**config.mk**
```make
export PLATFORM = sky130hd
export DESIGN_NAME = ram_arbiter
export DESIGN_NICKNAME = d
export VERILOG_FILES = /design/src/rtl/ram_arbiter.sv
export SDC_FILE = /design/constraint.sdc
export NUM_CORES = 1
export LEC_CHECK = 0
export ABC_AREA = 1
export CAP_MARGIN = 20
export CORE_MARGIN = 2
export CORE_UTILIZATION = 44
export CTS_CLUSTER_SIZE = 16
export DETAILED_ROUTE_END_ITERATION = 10
export PLACE_DENSITY = 0.86
export SLEW_MARGIN = 0
export SYNTH_ARGS = -nofsm -noshare
export SYNTH_HDL_FRONTEND = slang
export SYNTH_SLANG_ARGS = --single-unit
```
**constraint.sdc**
```tcl
create_clock -name clk -period 2.4 [get_ports clk]
set_clock_uncertainty 0.1 [all_clocks]
set_input_delay 0.72 -clock clk [delete_from_list [all_inputs] [get_ports clk]]
set_output_delay 0.72 -clock clk [all_outputs]
set_load 0.005 [all_outputs]
```
**src/rtl/ram_arbiter.sv**
```systemverilog
// Round-robin arbiter that sequences two symmetric requesters onto one single-port RAM.
// Latency: gnt the cycle after req is sampled, read data and rvalid one cycle later; requesters hold req until gnt.
module ram_arbiter #(
    parameter int WORD_WIDTH = 32,
    parameter int ADDR_WIDTH = 7
) (
    input  logic                  clk,
    input  logic                  rst,
    input  logic                  a_req,
    input  logic                  a_we,
    input  logic [ADDR_WIDTH-1:0] a_addr,
    input  logic [WORD_WIDTH-1:0] a_wdata,
    output logic                  a_gnt,
    output logic                  a_rvalid,
    output logic [WORD_WIDTH-1:0] a_rdata,
    input  logic                  b_req,
    input  logic                  b_we,
    input  logic [ADDR_WIDTH-1:0] b_addr,
    input  logic [WORD_WIDTH-1:0] b_wdata,
    output logic                  b_gnt,
    output logic                  b_rvalid,
    output logic [WORD_WIDTH-1:0] b_rdata,
    output logic [ADDR_WIDTH-1:0] ram_addr,
    output logic [WORD_WIDTH-1:0] ram_data_in,
    output logic                  ram_rd_en,
    output logic                  ram_wr_en,
    input  logic [WORD_WIDTH-1:0] ram_data_out,
    output logic                  busy
);
    typedef enum logic [1:0] {
        IDLE   = 2'd0,
        ACCESS = 2'd1,
        RESP   = 2'd2
    } state_t;

    state_t state;
    state_t state_next;
    logic   ptr;        // tie-break owner: 0 = A, 1 = B
    logic   win;        // port of the latched command: 0 = A, 1 = B
    logic   lat_we;
    logic   take;
    logic   pick_b;
    logic   win_d;
    logic   we_d;
    logic   a_gnt_d;
    logic   b_gnt_d;
    logic   a_rvalid_d;
    logic   b_rvalid_d;
    logic   rd_en_d;
    logic   wr_en_d;
    logic   busy_d;

    assign take   = (state == IDLE) && (a_req || b_req);
    assign pick_b = b_req && (!a_req || ptr);
    assign win_d  = take ? pick_b : win;
    assign we_d   = take ? (pick_b ? b_we : a_we) : lat_we;

    always_ff @(posedge clk) begin
        if (!rst) begin
            state <= IDLE;
        end else begin
            state <= state_next;
        end
    end

    always_comb begin
        state_next = state;
        case (state)
            IDLE:    if (take) state_next = ACCESS;
            ACCESS:  state_next = lat_we ? IDLE : RESP;
            RESP:    state_next = IDLE;
            default: state_next = IDLE;
        endcase
    end

    // Outputs are computed for the state being entered so every port leaves a flop.
    always_comb begin
        a_gnt_d    = 1'b0;
        b_gnt_d    = 1'b0;
        a_rvalid_d = 1'b0;
        b_rvalid_d = 1'b0;
        rd_en_d    = 1'b0;
        wr_en_d    = 1'b0;
        busy_d     = (state_next != IDLE);
        if (state_next == ACCESS) begin
            a_gnt_d = !win_d;
            b_gnt_d = win_d;
            rd_en_d = !we_d;
            wr_en_d = we_d;
        end
        if (state_next == RESP) begin
            a_rvalid_d = !win_d;
            b_rvalid_d = win_d;
        end
    end

    always_ff @(posedge clk) begin
        if (!rst) begin
            a_gnt       <= 1'b0;
            b_gnt       <= 1'b0;
            a_rvalid    <= 1'b0;
            b_rvalid    <= 1'b0;
            ram_rd_en   <= 1'b0;
            ram_wr_en   <= 1'b0;
            busy        <= 1'b0;
            ptr         <= 1'b0;
            win         <= 1'b0;
            lat_we      <= 1'b0;
            ram_addr    <= '0;
            ram_data_in <= '0;
            a_rdata     <= '0;
            b_rdata     <= '0;
        end else begin
            a_gnt     <= a_gnt_d;
            b_gnt     <= b_gnt_d;
            a_rvalid  <= a_rvalid_d;
            b_rvalid  <= b_rvalid_d;
            ram_rd_en <= rd_en_d;
            ram_wr_en <= wr_en_d;
            busy      <= busy_d;
            if (take) begin
                win         <= pick_b;
                lat_we      <= we_d;
                ram_addr    <= pick_b ? b_addr : a_addr;
                ram_data_in <= pick_b ? b_wdata : a_wdata;
            end
            if (state == ACCESS) begin
                ptr <= !win;
                if (!lat_we) begin
                    if (win) begin
                        b_rdata <= ram_data_out;
                    end else begin
                        a_rdata <= ram_data_out;
                    end
                end
            end
        end
    end
endmodule

```
# Word level (Yosys, flattened, before mapping)
# Index checks and enable logic that the tools add are counted.
# Widths: inputs -> output; s select.
# word_totals
in_bits	116
register_bits	115
out_inout_bits	110
# op_classes
n_bitwise	2
reduce_logical	14
mux	8
n_eq_ne	3
# ops
cell	n
$mux 32	1
$mux 7	1
$reduce_and 3->1	2
$eq 2x1->1 const B	2
$logic_not 1->1	4
$mux 2	2
$pmux 2 s2	1
$reduce_and 2->1	2
$mux 1	3
$eq 2x2->1 const B	1
$logic_and 1x1->1	2
$logic_not 2->1	1
$logic_or 1x1->1	2
$not 1->1	2
$reduce_bool 2->1	1

# Longest topological paths before layout
# logic_depth
depth_word	6
ltp_mapped	8
ltp_nobuf	7

# Least setup slack after synthesis
# Ideal clock, no wire load.
# synth_timing
path_type	in2reg
from	input b_req
to	register ram_addr[6]
path_slack_ns	0.768
stages	7
n_path_buf	2
required_ns	2.185
arrival_time_ns	1.418
path_cell_list	buf_2 -> nor2_2 -> nor2_8 -> buf_6 -> nand2_1 -> nor2_1 -> nor2_1
# synth_between
elab_chain_len	2
elab_cells_between_ends	4
# synth_rtl
item	line_no	text
from (decl)	16	input logic b_req,
$logic_and 1x1->1 or $logic_or 1x1->1 (tied branches)	54, 53	
$mux 7 or $logic_and 1x1->1 (tied branches)	124, 53	
to (signal assigned)	124	ram_addr <= pick_b ? b_addr : a_addr;
to (decl)	23	output logic [ADDR_WIDTH-1:0] ram_addr,
# Parallel ways exist; a longest one is shown, timed or not.
# A chain may end at the register's enable or synchronous reset.

# Final worst setup path
# layout_timing
from	register b_rdata[24]
to	output b_rdata[24]
# layout_rtl
item	line_no	text
from (decl)	22	output logic [WORD_WIDTH-1:0] b_rdata,
from (signal assigned)	131	b_rdata <= ram_data_out;
# No word-level cell between the ends.

==> qor.yml <==
outcome:
  status: "finished clean"
synth:
  synthCells: 672
  yosysSeqAreaShare_pct: 48.9
  ys_ff_latch: 115
  synth-simple-area-share_pct: 29.8
  synth_fp_nets: 788
  synthAdderAreaFrac_pct: 0
  synth_mux_area_share_pct: 0
  synth_top_family_by_area: "simple AND/OR/NAND/NOR gates"
  synth_top_area_share_pct: 48.9
  synth_area_per_cell_sq_um: 7.01
  synth_xor_xnor_area_share_pct: 0
  synth_compound_area_share_pct: 11.5
  synthesis.area_sq_um: 4710
  synth_area_leaders: "dfxtp_1 (49%), nor2_1 (20%), o21ai_0 (5.6%)"
  ys_types: 20
  ys_warn_count: 0
  yosys.area.top_type: "dfxtp_1"
timing:
  rsz0062_at_grt: "no"
  hold_viol: 0
  tns_ns: 0
  max_freq_ghz: 0.456
  worstMarginPinSlew_ns: 0.602
  finalCritPeriodShare_pct: 91.4
  slew_violations: 0
  min_period_ns: 2.19
  setup_viol: 0
  relSlewSlack_pct: 59.8
layout:
  n_fill_cell: 844
  final_nets: 1001
  multi_input_area_sq_um: 1950
  final_cell_mix: "nor2_1 (252), clkdlybuf4s50_1 (224), dfxtp_1 (115)"
  syn_to_final_growth_pct: 62.2
  drive_above_1_share_pct: 6.35
  diodes: 0
  seq_area_sq_um: 2300
  finalInstanceArea_sq_um: 7640
  final_common_cell: "nor2_1"
setup_path:
  setup.worst_path.end_class: "primary output"
  critPathArrivalTime_ns: 1.37
  worstSetupPathType: "flop to primary output"
  cp-start-kind: "flop"
  cp_max_fo: 2
  critical_path_buf_inv_count: 1
  critPathRequiredTime_ns: 1.58
  path_cells: "clkdlybuf4s50_1"
  critPathSlowestCell: "clkdlybuf4s50_1"
  crit_family: "buffers and inverters"
  cp_slowest_stage_delay_ns: 0.53
floorplanning:
  die_h_um: 107
  start_util_pct: 45.4
  die_x_um: 107
  num_rows: 37
  io_pins: 226
  fp.coreArea_sq_um: 10400
  dieArea_sq_um: 11600
route:
  first_pass_iters: 5
  postRouteAntennaNets: 0
  wl_per_cell_um: 13.4
  via_count: 4915
  drt_iter0_drc: 232
  drcViolationCount: 0
  wl_mm: 13.9
  vias_per_cell: 4.75
place:
  gp_congestion: 0.780
  placedInstanceArea_sq_um: 7010
  place_hpwl_mm: 9.48
  portBuffers: 225
hold_path:
  hp-class: "flop to flop"
grt:
  grt_remaining_overflow: 0
  grt_usage_pct: 23.8
  grt_pass1_wl_mm: 21.8
  grt_max_degree: 45
  grt_antenna_before_repair: 0
  grt_pass1_vias: 4664
cts:
  clockBufferDepth: 2
  cts_buffers: 17
  htreeDepth: 4
  post_cts.repair.setup_buffers: 0
  clock_latency_ns: 0.49
  clk_pin_slew_ns: 0.06
  cts_tree: "yes"
  cts_resized: 0
  root_buffer: "clkbuf_8"
  cts_hold_buf: 0
  cts.sinks: 115
power_and_ir_drop:
  power_density_nw_per_um2: 778
  p_leak_uw: 0.00322
  vdd_drop_max_uv: 498
job:
  drv_cap: 0
==> registers in the layout, indices dropped and copies added, names as in the netlist <==
name / cells
busy: 1
b_rvalid: 1
ram_addr: 7
ram_rd_en: 1
a_rvalid: 1
b_rdata: 32
ram_wr_en: 1
b_gnt: 1
ram_data_in: 32
state: 2
ptr: 1
win: 1
lat_we: 1
a_gnt: 1
a_rdata: 32
==> synth_stat cells <==
master,count
inv_2,5
buf_1,1
o21ai_1,52
buf_4,3
buf_2,16
nand4_1,1
nand3_1,43
buf_6,8
nor2_8,1
nand2_2,1
inv_1,49
nand2_4,1
nor2_1,252
nand2_1,49
nor2_2,1
dfxtp_1,115
clkbuf_1,17
nor2_4,1
o21ai_0,53
a21oi_1,3
==> layer usage <==
metal / GRT usage (%) / share of wire (%)
met4: 8.97 / 1.9
met2: 41.1 / 49
met5: 0 / 0
met3: 9.99 / 9.7
met1: 26.1 / 40
==> kinds of logic (layout without fill, tap and decap cells) <==
logic type,count (synthesis),after routing
buffers and inverters,99,325
AOI/OAI and AO/OA,108,108
DFF,115,115
and+or+nand+nor,350,350
==> stage by stage <==
stage	hold slack, ns	worst slack, ns	total power (uW)	util [%]	std cells
global route	0.402	0.134	6210	73.7	1034
finish	0.378	0.206	5950	73.7	1034
CTS	0.385	0.182	5990	73.7	1034
detailed placement	0.371	0.181	3330	67.6	1002
global placement	0.361	0.206	3310	67.6	1002
floorplan	0.346	0.768	2720	-	672
==> worst paths after layout <==
kind                                  from                        to  slack (ns)  depth (start not counted)
hold / removal    a_rdata[30]$_SDFFE_PN0P_  a_rdata[30]$_SDFFE_PN0P_        0.38                          2
setup reg to reg       state[0]$_SDFF_PN0_   a_rdata[1]$_SDFFE_PN0P_        0.62                          6
hold reg to reg   a_rdata[30]$_SDFFE_PN0P_  a_rdata[30]$_SDFFE_PN0P_        0.38                          2
setup / recovery  b_rdata[24]$_SDFFE_PN0P_               b_rdata[24]        0.21                          1
==> power by group <==
group          total, uW  switching, uW  internal, uW
sequential          2170           85.7          2080
combinational       1130            497           629
clock               2650            924          1730
total               5950           1510          4440
==> area by class of cell <==
class | instances | share of cell area [%]
clock buffer | 18 | 5.60
clock inverter | 14 | 2.64
inverter | 54 | 2.65
multi-input combinational | 458 | 25.5
sequential | 115 | 30.1
tap | 136 | 2.23
timing repair buffer | 239 | 31.3
Note: power is estimated with default switching activity, not from simulation.
